### config.mk
export PLATFORM = sky130hd
export DESIGN_NAME = lsu
export DESIGN_NICKNAME = d
export VERILOG_FILES = /design/src/rtl/lsu.sv
export SDC_FILE = /design/constraint.sdc
export NUM_CORES = 1
export LEC_CHECK = 0
export CAP_MARGIN = 20
export CORE_ASPECT_RATIO = 0.7
export CORE_UTILIZATION = 40
export CTS_CLUSTER_SIZE = 20
export DETAILED_ROUTE_END_ITERATION = 10
export PLACE_DENSITY = 0.82
export SYNTH_ARGS = -nofsm -noshare
export SYNTH_HDL_FRONTEND = slang
export SYNTH_SLANG_ARGS = --single-unit
### constraint.sdc
create_clock -name clk_i -period 1.95 [get_ports clk_i]
set_input_delay 0.39 -clock clk_i [delete_from_list [all_inputs] [get_ports clk_i]]
set_output_delay 0.39 -clock clk_i [all_outputs]
set_load 0.01 [all_outputs]
### src/rtl/lsu.sv
// RV32I load/store unit for the memory stage: drives the synchronous data RAM or the
// fifo_if MMIO window, returns extended load data and stalls the PC while busy.
module lsu #(
    parameter int unsigned DMEM_AW   = 10,
    parameter logic [31:0] MMIO_BASE = 32'hF000_0000
) (
    input  logic               clk_i,
    input  logic               rst_i,
    input  logic               req_valid_i,
    input  logic               req_we_i,
    input  logic [2:0]         req_funct3_i,
    input  logic [31:0]        req_addr_i,
    input  logic [31:0]        req_wdata_i,
    output logic               stall_o,
    output logic               done_o,
    output logic [31:0]        rdata_o,
    output logic               fault_o,
    output logic               mem_en_o,
    output logic [3:0]         mem_be_o,
    output logic [DMEM_AW-1:0] mem_addr_o,
    output logic [31:0]        mem_wdata_o,
    input  logic [31:0]        mem_rdata_i,
    output logic               fifo_sel_o,
    output logic               fifo_rd_o,
    output logic               fifo_wr_o,
    output logic [1:0]         fifo_addr_o,
    output logic [7:0]         fifo_wdata_o,
    input  logic [7:0]         fifo_rdata_i
);

    localparam int unsigned AQ_W = DMEM_AW + 2;

    typedef enum logic [1:0] {IDLE, ISSUE, WAIT, FAULT} state_e;

    state_e            state_q, state_d;
    logic              we_q, we_d;
    logic              mmio_q, mmio_d;
    logic [2:0]        f3_q, f3_d;
    logic [AQ_W-1:0]   addr_q, addr_d;
    logic [31:0]       wdata_q, wdata_d;

    logic              req_mmio;
    logic              req_fault;
    logic [3:0]        st_be;
    logic [31:0]       st_wdata;
    logic [7:0]        ld_byte;
    logic [15:0]       ld_half;
    logic [31:0]       ld_data;

    // Legality of the incoming request: funct3, alignment and MMIO size/offset rules
    always_comb begin
        req_mmio  = (req_addr_i[31:4] == MMIO_BASE[31:4]);
        req_fault = 1'b0;
        case (req_funct3_i)
            3'b000:  req_fault = 1'b0;
            3'b001:  req_fault = req_addr_i[0] | req_mmio;
            3'b010:  req_fault = (req_addr_i[1:0] != 2'b00);
            3'b100:  req_fault = req_we_i;
            3'b101:  req_fault = req_we_i | req_addr_i[0] | req_mmio;
            default: req_fault = 1'b1;
        endcase
        if (req_mmio && (req_addr_i[1:0] != 2'b00)) begin
            req_fault = 1'b1;
        end
    end

    // Store lane enables with the datum replicated across lanes
    always_comb begin
        case (f3_q[1:0])
            2'b00: begin
                st_be    = 4'b0001 << addr_q[1:0];
                st_wdata = {4{wdata_q[7:0]}};
            end
            2'b01: begin
                st_be    = addr_q[1] ? 4'b1100 : 4'b0011;
                st_wdata = {2{wdata_q[15:0]}};
            end
            default: begin
                st_be    = 4'b1111;
                st_wdata = wdata_q;
            end
        endcase
    end

    // Load lane select and extension; MMIO always returns a single byte
    always_comb begin
        ld_byte = mmio_q ? fifo_rdata_i : mem_rdata_i[{addr_q[1:0], 3'b000} +: 8];
        ld_half = addr_q[1] ? mem_rdata_i[31:16] : mem_rdata_i[15:0];
        case (f3_q)
            3'b000:  ld_data = {{24{ld_byte[7]}}, ld_byte};
            3'b100:  ld_data = {24'h0, ld_byte};
            3'b001:  ld_data = {{16{ld_half[15]}}, ld_half};
            3'b101:  ld_data = {16'h0, ld_half};
            default: ld_data = mmio_q ? {24'h0, ld_byte} : mem_rdata_i;
        endcase
    end

    always_ff @(posedge clk_i or posedge rst_i) begin
        if (rst_i) begin
            state_q <= IDLE;
            we_q    <= 1'b0;
            mmio_q  <= 1'b0;
            f3_q    <= 3'b000;
            addr_q  <= '0;
            wdata_q <= 32'h0;
        end else begin
            state_q <= state_d;
            we_q    <= we_d;
            mmio_q  <= mmio_d;
            f3_q    <= f3_d;
            addr_q  <= addr_d;
            wdata_q <= wdata_d;
        end
    end

    // Next state and outputs; strobes depend only on state and the latched request
    always_comb begin
        state_d      = state_q;
        we_d         = we_q;
        mmio_d       = mmio_q;
        f3_d         = f3_q;
        addr_d       = addr_q;
        wdata_d      = wdata_q;
        stall_o      = 1'b0;
        done_o       = 1'b0;
        rdata_o      = 32'h0;
        fault_o      = 1'b0;
        mem_en_o     = 1'b0;
        mem_be_o     = 4'b0000;
        mem_addr_o   = '0;
        mem_wdata_o  = 32'h0;
        fifo_sel_o   = 1'b0;
        fifo_rd_o    = 1'b0;
        fifo_wr_o    = 1'b0;
        fifo_addr_o  = 2'b00;
        fifo_wdata_o = 8'h00;

        case (state_q)
            IDLE: begin
                if (req_valid_i) begin
                    stall_o = ~rst_i;
                    we_d    = req_we_i;
                    mmio_d  = req_mmio;
                    f3_d    = req_funct3_i;
                    addr_d  = req_addr_i[AQ_W-1:0];
                    wdata_d = req_wdata_i;
                    state_d = req_fault ? FAULT : ISSUE;
                end
            end
            ISSUE: begin
                if (mmio_q) begin
                    fifo_sel_o  = 1'b1;
                    fifo_rd_o   = ~we_q;
                    fifo_wr_o   = we_q;
                    fifo_addr_o = addr_q[3:2];
                    if (we_q) begin
                        fifo_wdata_o = wdata_q[7:0];
                    end
                end else begin
                    mem_en_o   = 1'b1;
                    mem_addr_o = addr_q[AQ_W-1:2];
                    if (we_q) begin
                        mem_be_o    = st_be;
                        mem_wdata_o = st_wdata;
                    end
                end
                if (we_q) begin
                    done_o  = 1'b1;
                    state_d = IDLE;
                end else begin
                    stall_o = 1'b1;
                    state_d = WAIT;
                end
            end
            WAIT: begin
                done_o  = 1'b1;
                rdata_o = ld_data;
                state_d = IDLE;
            end
            FAULT: begin
                done_o  = 1'b1;
                fault_o = 1'b1;
                state_d = IDLE;
            end
            default: state_d = IDLE;
        endcase
    end

endmodule

==> results.json <==
{
  "critical_path.startpoint": "addr_q[1]$_DFFE_PP0P_",
  "floorplan.rows": 29,
  "ctsHtreeMaxLevel": 2,
  "viasPerCell": 5.85,
  "portBuffers": 205,
  "place.detailed.hpwl_um": 10200,
  "cap_viol_max_count": 0,
  "fin_hold_ws_ns": 0.485,
  "remaining_drc_errors": 0,
  "antenna_cells": 0,
  "worstSkewPairLatency_ns": 0.30,
  "global_route.usage.met1_pct": 41.5,
  "final.setup_skew_ns": 0.00538,
  "syn_avg_cell_area_um2": 9.09,
  "slowest_stage": "dfrtp_2",
  "postRouteAntennaNets": 0,
  "ys_warn_count": 0,
  "drt_pre_antenna_iters": 6,
  "clk_pin_slew_ns": 0.07,
  "fmax_achieved_mhz": 395,
  "root_buffer": "clkbuf_16",
  "cp.arrival_ns": 2.14,
  "post-synth-top-area-cell": "dfrtp_1",
  "core-area_um2": 9110,
  "syn2layout_area_growth_pct": 102,
  "post_synth_num_cell_types": 40,
  "vias": 4876,
  "status": "complete, but fails checks",
  "yosys.cell_count.top_type": "a21oi_1",
  "hp-class": "in2async",
  "power_leakage_uw": 0.00336,
  "path_cells": "mux4_2 -> mux2i_4 -> o31ai_4 -> buf_12 -> nor3b_1 -> buf_2",
  "timing.rr.start": "state_q[0]$_DFFE_PP0P_",
  "finalWeightedCongestion": 0.841,
  "ctsHoldBuffers": 0,
  "finalSetupViolCount": 91,
  "grt_overflow_total": 0,
  "grt_pass1_vias": 4713,
  "final.min_clock_period_ns": 2.53,
  "maximum_number_of_pins_on_one_net_before_global_route_repair": 44,
  "initial_antenna_violation_count": 0,
  "die_w_um": 118,
  "die_height_um": 83.3,
  "failed_checks": "setup timing",
  "top_usage_layer": "met2",
  "power_density_nw_per_um2": 1160,
  "post_syn_instances": 416,
  "layout-drive-gt1-share_pct": 46.6,
  "cp_data_required_time_ns": 1.56,
  "wirelength_um": 18200,
  "synth_commonest_cells": "a21oi_1, dfrtp_1, mux2_1, nand2_1, mux2i_1",
  "period_share_pct": 130,
  "synth_area_um2": 3780,
  "max_slew_margin_pct": 76.4,
  "area_contributors_post_synth": "dfrtp_1, mux2_1, mux2i_1",
  "initialDrtViolationCount": 447,
  "tightest_slew_ns": 0.350,
  "final_max_slew_viol_count": 0,
  "cts-buffers-inserted": 5,
  "critPathMaxStageDelay_ns": 0.46,
  "synth_enable_flop_cells": 0,
  "final_net_count": 820,
  "cts.path.max_buffers": 2,
  "netlist.area_leader.share_pct": 33.8,
  "cp-start-kind": "flip-flop",
  "fin_util_pct": 83.8,
  "hold_viol_final": 0,
  "finish.instance_area_um2": 7630,
  "dp_slack_ns": -1.09,
  "grt_first_pass_wirelength_um": 25200,
  "final_critical_path_setup_slack_ns": -0.579,
  "grt_util_met2_pct": 54.1,
  "floorplan.initialDensity_pct": 41.5,
  "track_usage_pct": 32.8,
  "seq_total_area_yosys_pct": 33.8,
  "rsz0062_at_grt": "true",
  "die_area_um2": 9850,
  "cts_tree": "built",
  "syn-num-nets": 527,
  "grt_util_met3_pct": 7.69,
  "area_after_dpl_um2": 6270,
  "top_level_ports": 206,
  "synth_ff_type": "dfrtp_1",
  "asyncSetResetFlopFracSynth_pct": 100,
  "crit_path_max_fanout": 17,
  "worst_setup_path_end_kind": "output port",
  "synth-seq-cells": 51,
  "ir_worst_vdd_mv": 0.698,
  "crit_type": "reg2out",
  "clock_sinks": 51,
  "wl_per_cell_um": 21.9
}
layout make-up:
type,count,area [um2]
timing repair buffer,320,3130
clock inverter,1,8.76
multi-input combinational,326,2890
sequential,51,1280
inverter,5,18.8
clock buffer,7,143
fill,479,1480
tap,124,155
routing by layer:
metal	part of all wire [%]	vias up
met5	0	-
met4	4.9	0
met3	9.6	95
met2	47	345
met1	38	2358
li1	-	2078
through the flow:
step | TNS (ns) | power, uW | cells
3_3_place_gp | -39.88 | 5950 | 758
5_1_grt | -33.93 | 9270 | 834
4_1_cts | -22.08 | 7940 | 815
3_5_place_dp | -43.40 | 6110 | 758
6_report | -28.94 | 8880 | 834
2_1_floorplan | 0 | 4160 | 416
critical path: cells and delay by family, from the launching register on:
kind	cells	cell delay [ns]
multiplexers	2	0.49
AND/OR/NAND/NOR	1	0.22
flip-flops	1	0.46
buffers and inverters	2	0.35
AO/OA/AOI/OAI	1	0.30
final timing paths:
check / endpoint / slack (ns) / cells past startpoint
max: rdata_o[20] / -0.58 / 6
min: addr_q[5]$_DFFE_PP0P_ / 0.48 / 3
max reg2reg: wdata_q[15]$_DFFE_PP0P_ / 0.07 / 7
min reg2reg: addr_q[4]$_DFFE_PP0P_ / 0.49 / 1
max in group asynchronous: wdata_q[4]$_DFFE_PP0P_ / 0.95 / 4
min in group clk_i: addr_q[4]$_DFFE_PP0P_ / 0.49 / 1
flip-flops by register name, indices dropped and copies added (netlist names):
signal / cells
addr_q: 12
f3_q: 3
mmio_q: 1
state_q: 2
wdata_q: 32
we_q: 1
cells by family after synthesis:
family                 synth area share [%]
AO/OA/AOI/OAI                          13.4
buffers and inverters                  4.76
flip-flops                             33.8
multiplexers                           25.4
AND/OR/NAND/NOR                        22.7
cell usage in the layout (no fill, tap or decap), types with 4 or more instances in the layout:
cell type / instances
dfrtp_1: 47
a21oi_2: 7
buf_8: 5
mux2i_1: 28
dfrtp_2: 4
buf_12: 12
clkdlybuf4s50_1: 106
buf_6: 88
and2_4: 13
nand2b_1: 6
clkbuf_16: 6
o21ai_0: 4
buf_2: 45
a21oi_4: 7
o21ai_1: 7
o22ai_1: 6
buf_4: 55
nor2_1: 12
a21oi_1: 40
nor2_4: 19
and3_1: 4
nand2_1: 34
dlygate4sd2_1: 5
nor4_1: 4
nor3b_2: 20
and3_4: 14
mux2i_4: 4
mux2_1: 47
power breakdown:
part | switching [uW] | internal [uW] | total (uW)
clock network | 422 | 515 | 938
registers | 474 | 1500 | 1970
logic | 2960 | 3020 | 5970
total | 3850 | 5030 | 8880
repair_timing:
action / 4_1_cts / 5_1_grt
pin swaps: 21 / 34
endpoints found under the setup margin: 94 / 93
gates resized for setup: 512 / 126
setup buffers: 43 / 29
gates cloned: 8 / 2
No activity file was read; power rests on OpenSTA's default activity.
